`src/rtl/io_port_responder.sv`:
```
// io_port_responder: decodes IO port IDs for INPUT/OUTPUT instructions.
// Each output port has a FIFO that an external consumer drains.
// Each input port has a one-entry mailbox that an external producer fills.
// io_busy stalls the pipeline while a strobed access cannot complete.
// Optional feature: define IO_PORT_STATUS_EN to make ID 8'hFF a read-only
// status port.

module io_out_fifo #(
  parameter int DEPTH = 4
) (
  input  logic       i_clk,
  input  logic       i_rst_n,
  input  logic       i_push,
  input  logic [7:0] i_data,
  input  logic       i_ready,
  output logic       o_valid,
  output logic [7:0] o_data,
  output logic       o_full
);
  localparam int AW = $clog2(DEPTH);

  logic [AW:0] r_wptr, r_rptr;
  logic [7:0]  r_mem [DEPTH];
  logic        w_pop, w_push;

  assign o_valid = (r_wptr != r_rptr);
  assign o_full  = (r_wptr[AW] != r_rptr[AW]) && (r_wptr[AW-1:0] == r_rptr[AW-1:0]);
  assign o_data  = r_mem[r_rptr[AW-1:0]];
  assign w_pop   = o_valid && i_ready;
  assign w_push  = i_push && !o_full;

  // Pointers carry all FIFO state, so reset only needs to clear them
  always_ff @(posedge i_clk or negedge i_rst_n) begin
    if (!i_rst_n) begin
      r_wptr <= '0;
      r_rptr <= '0;
    end else begin
      if (w_push) r_wptr <= r_wptr + 1'b1;
      if (w_pop)  r_rptr <= r_rptr + 1'b1;
    end
  end

  // Storage array; stale contents are harmless once pointers are equal
  always_ff @(posedge i_clk) begin
    if (w_push) r_mem[r_wptr[AW-1:0]] <= i_data;
  end
endmodule

module io_port_responder #(
  parameter int NUM_OUT_PORTS = 4,
  parameter int NUM_IN_PORTS  = 4,
  parameter int FIFO_DEPTH    = 4
) (
  input  logic                       i_clk,
  input  logic                       i_rst_n,
  input  logic [7:0]                 i_port_id,
  input  logic                       i_wr_strobe,
  input  logic [7:0]                 i_wr_data,
  input  logic                       i_rd_strobe,
  output logic                       o_io_busy,
  output logic [7:0]                 o_rd_data,
  output logic                       o_rd_valid,
  output logic                       o_err_unmapped,
  output logic [NUM_OUT_PORTS-1:0]   o_out_valid,
  output logic [8*NUM_OUT_PORTS-1:0] o_out_data,
  input  logic [NUM_OUT_PORTS-1:0]   i_out_ready,
  input  logic [NUM_IN_PORTS-1:0]    i_in_valid,
  input  logic [8*NUM_IN_PORTS-1:0]  i_in_data,
  output logic [NUM_IN_PORTS-1:0]    o_in_ready
);
  logic [NUM_OUT_PORTS-1:0]     w_wr_sel, w_fifo_full, w_push;
  logic [NUM_IN_PORTS-1:0]      w_rd_sel, w_cap, w_avail, w_pop_mb;
  logic [NUM_IN_PORTS-1:0]      r_mb_full, r_mb_hold;
  logic [NUM_IN_PORTS-1:0][7:0] r_mb_data;
  logic                         w_wr_block, w_rd_block, w_wr_acc, w_rd_acc;
  logic                         w_status_sel, w_unmapped;
  logic [7:0]                   w_rd_mux;
  logic [7:0]                   r_rd_data;
  logic                         r_rd_valid, r_err;

  for (genvar p = 0; p < NUM_OUT_PORTS; p++) begin : g_out
    assign w_wr_sel[p] = (i_port_id == 8'(p));
    assign w_push[p]   = w_wr_acc && w_wr_sel[p];
    io_out_fifo #(.DEPTH(FIFO_DEPTH)) u_fifo (
      .i_clk   (i_clk),
      .i_rst_n (i_rst_n),
      .i_push  (w_push[p]),
      .i_data  (i_wr_data),
      .i_ready (i_out_ready[p]),
      .o_valid (o_out_valid[p]),
      .o_data  (o_out_data[p*8 +: 8]),
      .o_full  (w_fifo_full[p])
    );
  end

  // A mailbox counts as readable when full or when it captures this edge,
  // so a stalled INPUT completes on the same edge the producer delivers.
  for (genvar p = 0; p < NUM_IN_PORTS; p++) begin : g_in
    assign w_rd_sel[p]   = (i_port_id == 8'(p));
    assign o_in_ready[p] = !r_mb_full[p] && !r_mb_hold[p];
    assign w_cap[p]      = i_in_valid[p] && o_in_ready[p];
    assign w_avail[p]    = r_mb_full[p] || w_cap[p];
    assign w_pop_mb[p]   = w_rd_acc && w_rd_sel[p];
  end

`ifdef IO_PORT_STATUS_EN
  localparam logic [7:0] STATUS_ID = 8'hFF;
  logic [7:0] w_status;
  assign w_status_sel = (i_port_id == STATUS_ID);
  for (genvar i = 0; i < 4; i++) begin : g_stat
    if (i < NUM_OUT_PORTS) begin : g_o
      assign w_status[4+i] = w_fifo_full[i];
    end else begin : g_o0
      assign w_status[4+i] = 1'b0;
    end
    if (i < NUM_IN_PORTS) begin : g_i
      assign w_status[i] = r_mb_full[i];
    end else begin : g_i0
      assign w_status[i] = 1'b0;
    end
  end
`else
  assign w_status_sel = 1'b0;
`endif

  // Stall on full FIFO (write) or empty mailbox (read); a pop in the same
  // cycle does not release a full FIFO, keeping busy off the ready path.
  assign w_wr_block = i_wr_strobe && |(w_wr_sel & w_fifo_full);
  assign w_rd_block = i_rd_strobe && |(w_rd_sel & ~w_avail);
  assign o_io_busy  = w_wr_block || w_rd_block;
  assign w_wr_acc   = i_wr_strobe && !o_io_busy;
  assign w_rd_acc   = i_rd_strobe && !o_io_busy;
  assign w_unmapped = !w_status_sel &&
                      ((w_wr_acc && !(|w_wr_sel)) || (w_rd_acc && !(|w_rd_sel)));

  // Read data source: mailbox, bypassed producer data, status, or zero
  always_comb begin
    w_rd_mux = 8'h00;
    for (int p = 0; p < NUM_IN_PORTS; p++) begin
      if (w_rd_sel[p]) w_rd_mux = r_mb_full[p] ? r_mb_data[p] : i_in_data[p*8 +: 8];
    end
`ifdef IO_PORT_STATUS_EN
    if (w_status_sel) w_rd_mux = w_status;
`endif
  end

  // Mailboxes. A bypassed read captures and consumes in one edge; the
  // mailbox then reports not-ready for one cycle, as if it had been full.
  always_ff @(posedge i_clk or negedge i_rst_n) begin
    if (!i_rst_n) begin
      r_mb_full <= '0;
      r_mb_hold <= '0;
      r_mb_data <= '0;
    end else begin
      for (int p = 0; p < NUM_IN_PORTS; p++) begin
        r_mb_hold[p] <= w_pop_mb[p] && !r_mb_full[p];
        if (w_pop_mb[p])   r_mb_full[p] <= 1'b0;
        else if (w_cap[p]) r_mb_full[p] <= 1'b1;
        if (w_cap[p])      r_mb_data[p] <= i_in_data[p*8 +: 8];
      end
    end
  end

  // INPUT result register, one-cycle valid pulse, sticky unmapped flag
  always_ff @(posedge i_clk or negedge i_rst_n) begin
    if (!i_rst_n) begin
      r_rd_data  <= 8'h00;
      r_rd_valid <= 1'b0;
      r_err      <= 1'b0;
    end else begin
      r_rd_valid <= w_rd_acc;
      if (w_rd_acc)   r_rd_data <= w_rd_mux;
      if (w_unmapped) r_err     <= 1'b1;
    end
  end

  assign o_rd_data      = r_rd_data;
  assign o_rd_valid     = r_rd_valid;
  assign o_err_unmapped = r_err;
endmodule

```
`config.mk`:
```
export PLATFORM = sky130hd
export DESIGN_NAME = io_port_responder
export DESIGN_NICKNAME = d
export VERILOG_FILES = /design/src/rtl/io_port_responder.sv
export SDC_FILE = /design/constraint.sdc
export NUM_CORES = 1
export LEC_CHECK = 0
export CAP_MARGIN = 20
export CORE_MARGIN = 5
export CORE_UTILIZATION = 40
export CTS_BUF_LIST = sky130_fd_sc_hd__clkbuf_8
export DETAILED_ROUTE_END_ITERATION = 12
export SETUP_SLACK_MARGIN = 0.5
export SLEW_MARGIN = 10
export SYNTH_ARGS = -nofsm -noshare
export SYNTH_HDL_FRONTEND = slang
export SYNTH_SLANG_ARGS = --single-unit
```
`constraint.sdc`:
```
create_clock -name i_clk -period 2.1 [get_ports i_clk]
set_input_delay 0.21 -clock i_clk [delete_from_list [all_inputs] [get_ports i_clk]]
set_output_delay 0.21 -clock i_clk [all_outputs]
set_load 0.05 [all_outputs]
```
==> results.yml, run 1 <==
yosys:
  post-synth-top-area-fraction: 0.434
  synth.mux.area_fraction: 0.184
  netlist_area_um2: 8850
  synth_cell_type_count: 50
  synth.top_cells.by_area: "sky130_fd_sc_hd__edfxtp_1 43%, sky130_fd_sc_hd__dfrtp_1 21%, sky130_fd_sc_hd__mux4_2 6.6%, sky130_fd_sc_hd__mux2_2 5.7%, sky130_fd_sc_hd__mux2i_1 3.7%"
  post_synthesis_compound_gate_area_fraction: 0.0324
  ys_dominant_reg_cell: "sky130_fd_sc_hd__edfxtp_1"
  yosys.area_share.simple: 0.0618
  syn_avg_cell_area_um2: 16.8
  synthXorXnorAreaFrac: 0.0277
  post_synth_fa_ha_maj_area_fraction: 0.0283
  synth.cells.most_frequent: "128 x sky130_fd_sc_hd__edfxtp_1, 74 x sky130_fd_sc_hd__dfrtp_1, 45 x sky130_fd_sc_hd__mux2_2, 33 x sky130_fd_sc_hd__mux2i_1, 26 x sky130_fd_sc_hd__mux4_2"
  combinational_family_with_the_most_area_after_synthesis: "multiplexers"
  yosys_warnings: 0
  post_synth_inst_count: 528
  postSynthNetCount: 608
  synth_seq_area_share: 0.643
  netlist.top_cell.by_area: "sky130_fd_sc_hd__edfxtp_1"
  post-synth-top-count-cell: "sky130_fd_sc_hd__edfxtp_1"
  yosys_register_bits: 202
  async_set_or_reset_flop_fraction_in_the_synthesized_netlist: 0.366
  synth-edff-count: 128
worst_setup_path:
  setup.reg_to_reg.worst_slack_ns: -0.08
  worstRegToRegCells: 9
  worstPathRequired_ns: 1.89
  critical_path.endpoint_type: "output pin"
  crit-reg2reg-launch: "r_mb_hold[1]"
  worst-path-max-fanout: 3
  critical_path.startpoint_type: "flip-flop"
  r2r_end: "o_rd_data[2]"
  criticalPathCategory: "flip-flop to output pin"
  critPathArrivalTime_ns: 2.17
sta:
  max_clock_freq_mhz: 421
  hold_viol_final: 0
  timing.hold.ws_ns: 0.226
  setup_viol: 15
  worst_clock_skew_ns: 0.0276
  slew_viol_final: 0
  timing.final.crit_period_ns: 2.38
  worst_setup_slack_final_ns: -0.275
  setup_total_negative_slack_ns: -0.899
  grt_setup_unrepaired: "yes"
  min_period_over_period: 1.13
  tightest_slew_ns: 0.706
  maxSlewHeadroom: 0.528
place:
  numPortBuffers: 110
  detailedPlacementHpwl_um: 14300
  routabilityCongestion: 0.788
global_routing:
  grt_antenna_before_repair: 1
  top_usage_layer: "met2"
  grt_util_met2: 0.271
  first_global_vias: 6037
  grt_pass1_wl_um: 33400
  overflow: 0
  pin_count_of_the_biggest_net_entering_global_routing: 39
  globalRouteMet3Util: 0.0505
  grt_usage: 0.165
  met1_usage: 0.216
final_layout:
  share_of_final_layout_standard_cells_stronger_than_drive_strength_1: 0.435
  antenna-diode-count: 0
  fillCellCount: 1730
  final-seq-area_um2: 5700
  syn_to_final_growth_pct: 38.6
  final_core_util: 0.562
  final_nets: 824
  multiInputGateArea_um2: 3270
job:
  drv.max_cap_violation_count: 0
routing:
  first_pass_iters: 4
  detail_route.wl_per_cell_um: 19.7
  num_vias: 5352
  drc: 0
  drt-vias-per-instance: 5.09
  route.final.wire_length_um: 20800
  drt-initial-drc-count: 212
  drt.antenna.violating_nets: 0
power_and_ir_drop:
  irDropWorstVdd_uv: 413
  p_leak_nw: 5.04
  p_per_area_nw_per_um2: 1100
cts:
  cts_made_buffers: 36
  cts.htree.levels: 2
  worst_skew_pair_later_pin_latency_ns: 0.52
  cts_tree: "yes"
  cts.reportedPaths.clkPinSlew_ns: 0.06
  clock_tree.buffer_depth: 3
  cts_root_buf: "sky130_fd_sc_hd__clkbuf_8"
  cts_sinks: 202
floorplan:
  start_util: 0.406
  fp.coreArea_um2: 21800
  floorplan.die.width_um: 159
  pin_count: 111
  std_cell_rows: 54
  design.die.area_um2: 25200
  chipHeight_um: 159
outcome:
  outcome: "finished with violations"
  failed_checks: "setup timing"
worst_hold_path:
  timing.hold.worst.class: "input port to async pin"
==> sequential cells by signal, indices dropped and copies added, names as in the netlist <==
| name | count |
|---|---|
| g_out.u_fifo.r_rptr | 12 |
| r_mb_full | 4 |
| o_rd_valid | 1 |
| o_err_unmapped | 1 |
| o_rd_data | 8 |
| g_out.u_fifo.r_wptr | 12 |
| r_mb_data | 32 |
| g_out.u_fifo.r_mem | 128 |
| r_mb_hold | 4 |
==> how the worst max path moves through the flow <==
stage	from	endpoint	slack, ns	cells after the start
after global placement	i_port_id[7]	g_out[0].u_fifo.r_mem[3][4]	-0.37	7
after floorplan	g_out[0].u_fifo.r_rptr[1]	o_rd_data[4]	0.08	7
after CTS	g_out[0].u_fifo.r_wptr[1]	o_io_busy	-0.33	6
final	g_out[0].u_fifo.r_rptr[1]	o_io_busy	-0.28	6
after global routing	g_out[0].u_fifo.r_rptr[1]	o_io_busy	-0.37	6
after detailed placement	i_port_id[7]	g_out[0].u_fifo.r_mem[3][1]	-0.45	7
==> kinds of logic after synthesis <==
kind of cell | Yosys count
flops | 202
compound gates | 32
buf+inv | 38
fa+ha+maj | 20
simple gates | 95
xor+xnor | 28
mux | 113
==> what timing repair did <==
action                                  4_1_cts  5_1_grt
pin swaps                                    22       14
hold buffers                                  1        0
gates resized for setup                     131       28
buffers inserted                             26        8
endpoints found under the setup margin      207      222
cloned                                        3        2
endpoints found under the hold margin        36        0
==> per-stage QoR <==
| stage | power (W) | cell area (µm²) | cells | setup slack (ns) |
|---|---|---|---|---|
| after global placement | 0.00876 | 10700 | 946 | -0.373 |
| final | 0.0134 | 12300 | 1051 | -0.275 |
| after global routing | 0.0141 | 12300 | 1051 | -0.374 |
| after floorplan | 0.00759 | 9040 | 528 | 0.0820 |
| after detailed placement | 0.00882 | 10700 | 946 | -0.450 |
| after CTS | 0.0134 | 12000 | 1041 | -0.331 |
==> cell type report <==
cell class,instances,area share
inverters,11,0.00357
clock inverters,25,0.0133
flip-flops and latches,202,0.465
well taps,280,0.0286
clock buffers,40,0.0449
repair buffers,204,0.178
multi-input cells,289,0.267
==> routing by layer <==
| layer | vias up | share of wire |
|---|---|---|
| met2 | 161 | 0.49 |
| li1 | 2448 | - |
| met5 | - | 0.00063 |
| met4 | 2 | 0.013 |
| met3 | 24 | 0.073 |
| met1 | 2717 | 0.42 |
==> report_power, final <==
group | total (W) | internal (W) | switching, W
clock | 0.00360 | 0.00201 | 0.00159
sequential | 0.00465 | 0.00445 | 0.000203
combinational | 0.00519 | 0.00250 | 0.00269
total | 0.0134 | 0.00896 | 0.00449
==> cell usage in the layout, fill, tap and decap left out, drive strengths merged, types with 8 or more instances in the layout <==
cell type / Yosys / routed
clkbuf: 10 / 42
mux2i: 33 / 33
mux4: 32 / 32
xor2: 9 / 9
clkdlybuf4s50: 0 / 54
nand3: 18 / 18
xnor2: 19 / 19
inv: 11 / 25
edfxtp: 128 / 128
mux2: 48 / 48
clkdlybuf4s15: 0 / 10
nand2: 21 / 21
and2: 17 / 17
dfrtp: 74 / 74
a21oi: 10 / 10
clkinv: 0 / 8
buf: 17 / 133
ha: 20 / 20
nor2: 9 / 9
o221ai: 9 / 9
==> critical path: stages, from the launching register on <==
cell and delay [ns]:
sky130_fd_sc_hd__dfrtp_1 0.41, sky130_fd_sc_hd__xor2_2 0.20, sky130_fd_sc_hd__or4_4 0.53, sky130_fd_sc_hd__a21oi_4 0.15
sky130_fd_sc_hd__buf_6 0.11, sky130_fd_sc_hd__a221o_2 0.12, sky130_fd_sc_hd__buf_12 0.14
No activity file was read; power rests on OpenSTA's default activity.
==> inputs of run 2 (changes only) <==
- SETUP_SLACK_MARGIN: 0.5 -> unset
==> results.yml, run 2 (synthesis results as in run 1) <==
outcome:
  outcome: "finished with violations"
  failed_checks: "setup timing"
routing:
  drt.antenna.violating_nets: 0
  num_vias: 5210
  detail_route.wl_per_cell_um: 19.3
  wl_met1_um: 8830
  top_routing_layer_in_use: "met4"
  met3_wirelength_um: 1170
  drt-vias-per-instance: 5.04
  drt-initial-drc-count: 257
  first_pass_iters: 4
  drc: 0
  met2_length_um: 9570
  route.final.wire_length_um: 20000
final_layout:
  syn_to_final_growth_pct: 32.3
  fillCellCount: 1811
  largest_register_ff_count: 128
  final_nets: 810
  share_of_final_layout_standard_cells_stronger_than_drive_strength_1: 0.360
  layout_commonest_cell: "sky130_fd_sc_hd__edfxtp_1"
  final_core_util: 0.537
  final_design_area_no_fill_um2: 11700
  mostFrequentLayoutCells: "128 x sky130_fd_sc_hd__edfxtp_1, 79 x sky130_fd_sc_hd__buf_4, 71 x sky130_fd_sc_hd__dfrtp_1"
  antenna-diode-count: 0
cts:
  clock_tree.buffer_depth: 3
  cts_tree: "yes"
  cts_sinks: 202
  worst_skew_pair_later_pin_latency_ns: 0.51
  cts.htree.levels: 2
  cts.reportedPaths.clkPinSlew_ns: 0.05
  cts_made_buffers: 35
  cts_root_buf: "sky130_fd_sc_hd__clkbuf_8"
sta:
  setup_total_negative_slack_ns: -2.75
  grt_setup_unrepaired: "yes"
  worst_setup_slack_final_ns: -0.342
  worst_clock_skew_ns: 0.0177
  min_period_over_period: 1.16
  timing.final.crit_period_ns: 2.44
  hold_viol_final: 0
  maxSlewHeadroom: 0.494
  max_clock_freq_mhz: 409
  slew_viol_final: 0
  setup_viol: 18
  tightest_slew_ns: 0.757
floorplan:
  std_cell_rows: 54
  design.die.area_um2: 25200
  pin_count: 111
  start_util: 0.406
  chipHeight_um: 159
  floorplan.die.width_um: 159
  fp.coreArea_um2: 21800
worst_setup_path:
  critical_path.endpoint_type: "output pin"
  worst-path-max-fanout: 3
  critPathArrivalTime_ns: 2.23
  worstPathRequired_ns: 1.89
  criticalPathCategory: "flip-flop to output pin"
  critical_path.startpoint_type: "flip-flop"
power_and_ir_drop:
  netSwitchingFraction: 0.337
  irDropWorstVdd_uv: 450
  pwr-share-seq: 0.373
  power.share.combinational: 0.366
  switchingPower_w: 0.00418
  p_leak_nw: 4.80
  intPower_w: 0.00824
  power.clock.fraction: 0.261
  p_per_area_nw_per_um2: 1060
global_routing:
  grt_antenna_before_repair: 0
  grt_usage: 0.154
  pin_count_of_the_biggest_net_entering_global_routing: 46
  overflow: 0
  first_global_vias: 5742
  grt_pass1_wl_um: 31300
place:
  numPortBuffers: 110
  routabilityCongestion: 0.851
  worst_case_setup_slack_after_placement_ns: -0.553
  detailedPlacementHpwl_um: 14100
  postPlaceCellArea_um2: 10800
worst_hold_path:
  timing.hold.worst.class: "input port to async pin"
job:
  drv.max_cap_violation_count: 0
[run 2: changes by cell type in the layout (fill, tap and decap cells not counted), sizes merged]
cell / previous run / this run
clkdlybuf4s15: 10 / 0
and3: 4 / 3
clkbuf: 42 / 39
dlygate4sd2: 4 / 0
clkinv: 8 / 6
clkdlybuf4s50: 54 / 68
bufinv: 2 / 1
inv: 25 / 26
buf: 133 / 121
[run 2: worst max-delay path, cell delays in order, from the launching register on]
cell and delay [ns]:
sky130_fd_sc_hd__dfrtp_2 0.44, sky130_fd_sc_hd__xor2_2 0.20, sky130_fd_sc_hd__or4_4 0.50, sky130_fd_sc_hd__a21oi_4 0.16, sky130_fd_sc_hd__buf_6 0.11, sky130_fd_sc_hd__a221o_1 0.15, sky130_fd_sc_hd__buf_12 0.16
[run 2: what timing repair did]
| item | CTS | global route |
|---|---|---|
| endpoints found under the hold margin | 29 | 0 |
| endpoints found under the setup margin | 62 | 94 |
| pin swaps | 3 | 1 |
| setup buffers | 4 | 7 |
| gates resized for setup | 9 | 47 |
| cloned | 0 | 2 |
| hold buffers | 1 | 0 |
[run 2: cell type report]
type                       count  area (µm²)  area share
sequential                   202        5700       0.487
clock buffer                  37         509      0.0435
clock inverter                23         124      0.0106
timing repair buffer         192        1990       0.170
inverter                      11        41.3     0.00353
tap                          280         350      0.0299
multi-input combinational    288        3000       0.256
[run 2: per-layer routing]
layer | vias up | GRT usage
met2 | 155 | 0.250
met5 | - | 0
met4 | 0 | 0.0434
met3 | 30 | 0.0446
li1 | 2420 | -
met1 | 2605 | 0.204
[run 2: stage by stage]
stage / power (W) / hold WS, ns / std cells
after detailed placement: 0.00885 / 0.171 / 959
after floorplan: 0.00757 / -0.0856 / 528
after global placement: 0.00878 / 0.163 / 959
after global routing: 0.0130 / 0.193 / 1033
after CTS: 0.0122 / 0.164 / 1024
final: 0.0124 / 0.180 / 1033
[run 2: path summary, 6_finish.rpt]
| check | from | to | slack [ns] | cells after the start |
|---|---|---|---|---|
| setup / recovery | g_out[0].u_fifo.r_rptr[0] | o_io_busy | -0.34 | 6 |
| setup reg to reg | g_out[0].u_fifo.r_rptr[0] | o_rd_data[5] | -0.23 | 10 |
| min in group i_clk | i_out_ready[1] | g_out[1].u_fifo.r_rptr[2] | 0.35 | 3 |
| hold reg to reg | g_out[1].u_fifo.r_wptr[2] | g_out[1].u_fifo.r_wptr[2] | 0.49 | 1 |
| max in group asynchronous | i_rst_n | r_mb_data[0] | 1.31 | 3 |
| hold / removal | i_rst_n | r_mb_data[16] | 0.18 | 2 |
[run 2: power by group through the flow]
stage / clock, W / sequential [W] / combinational, W
finish: 0.00324 / 0.00463 / 0.00455
global route: 0.00355 / 0.00465 / 0.00484
detailed placement: 0 / 0.00468 / 0.00417
floorplan: 0 / 0.00464 / 0.00293
CTS: 0.00337 / 0.00461 / 0.00423
global placement: 0 / 0.00467 / 0.00411
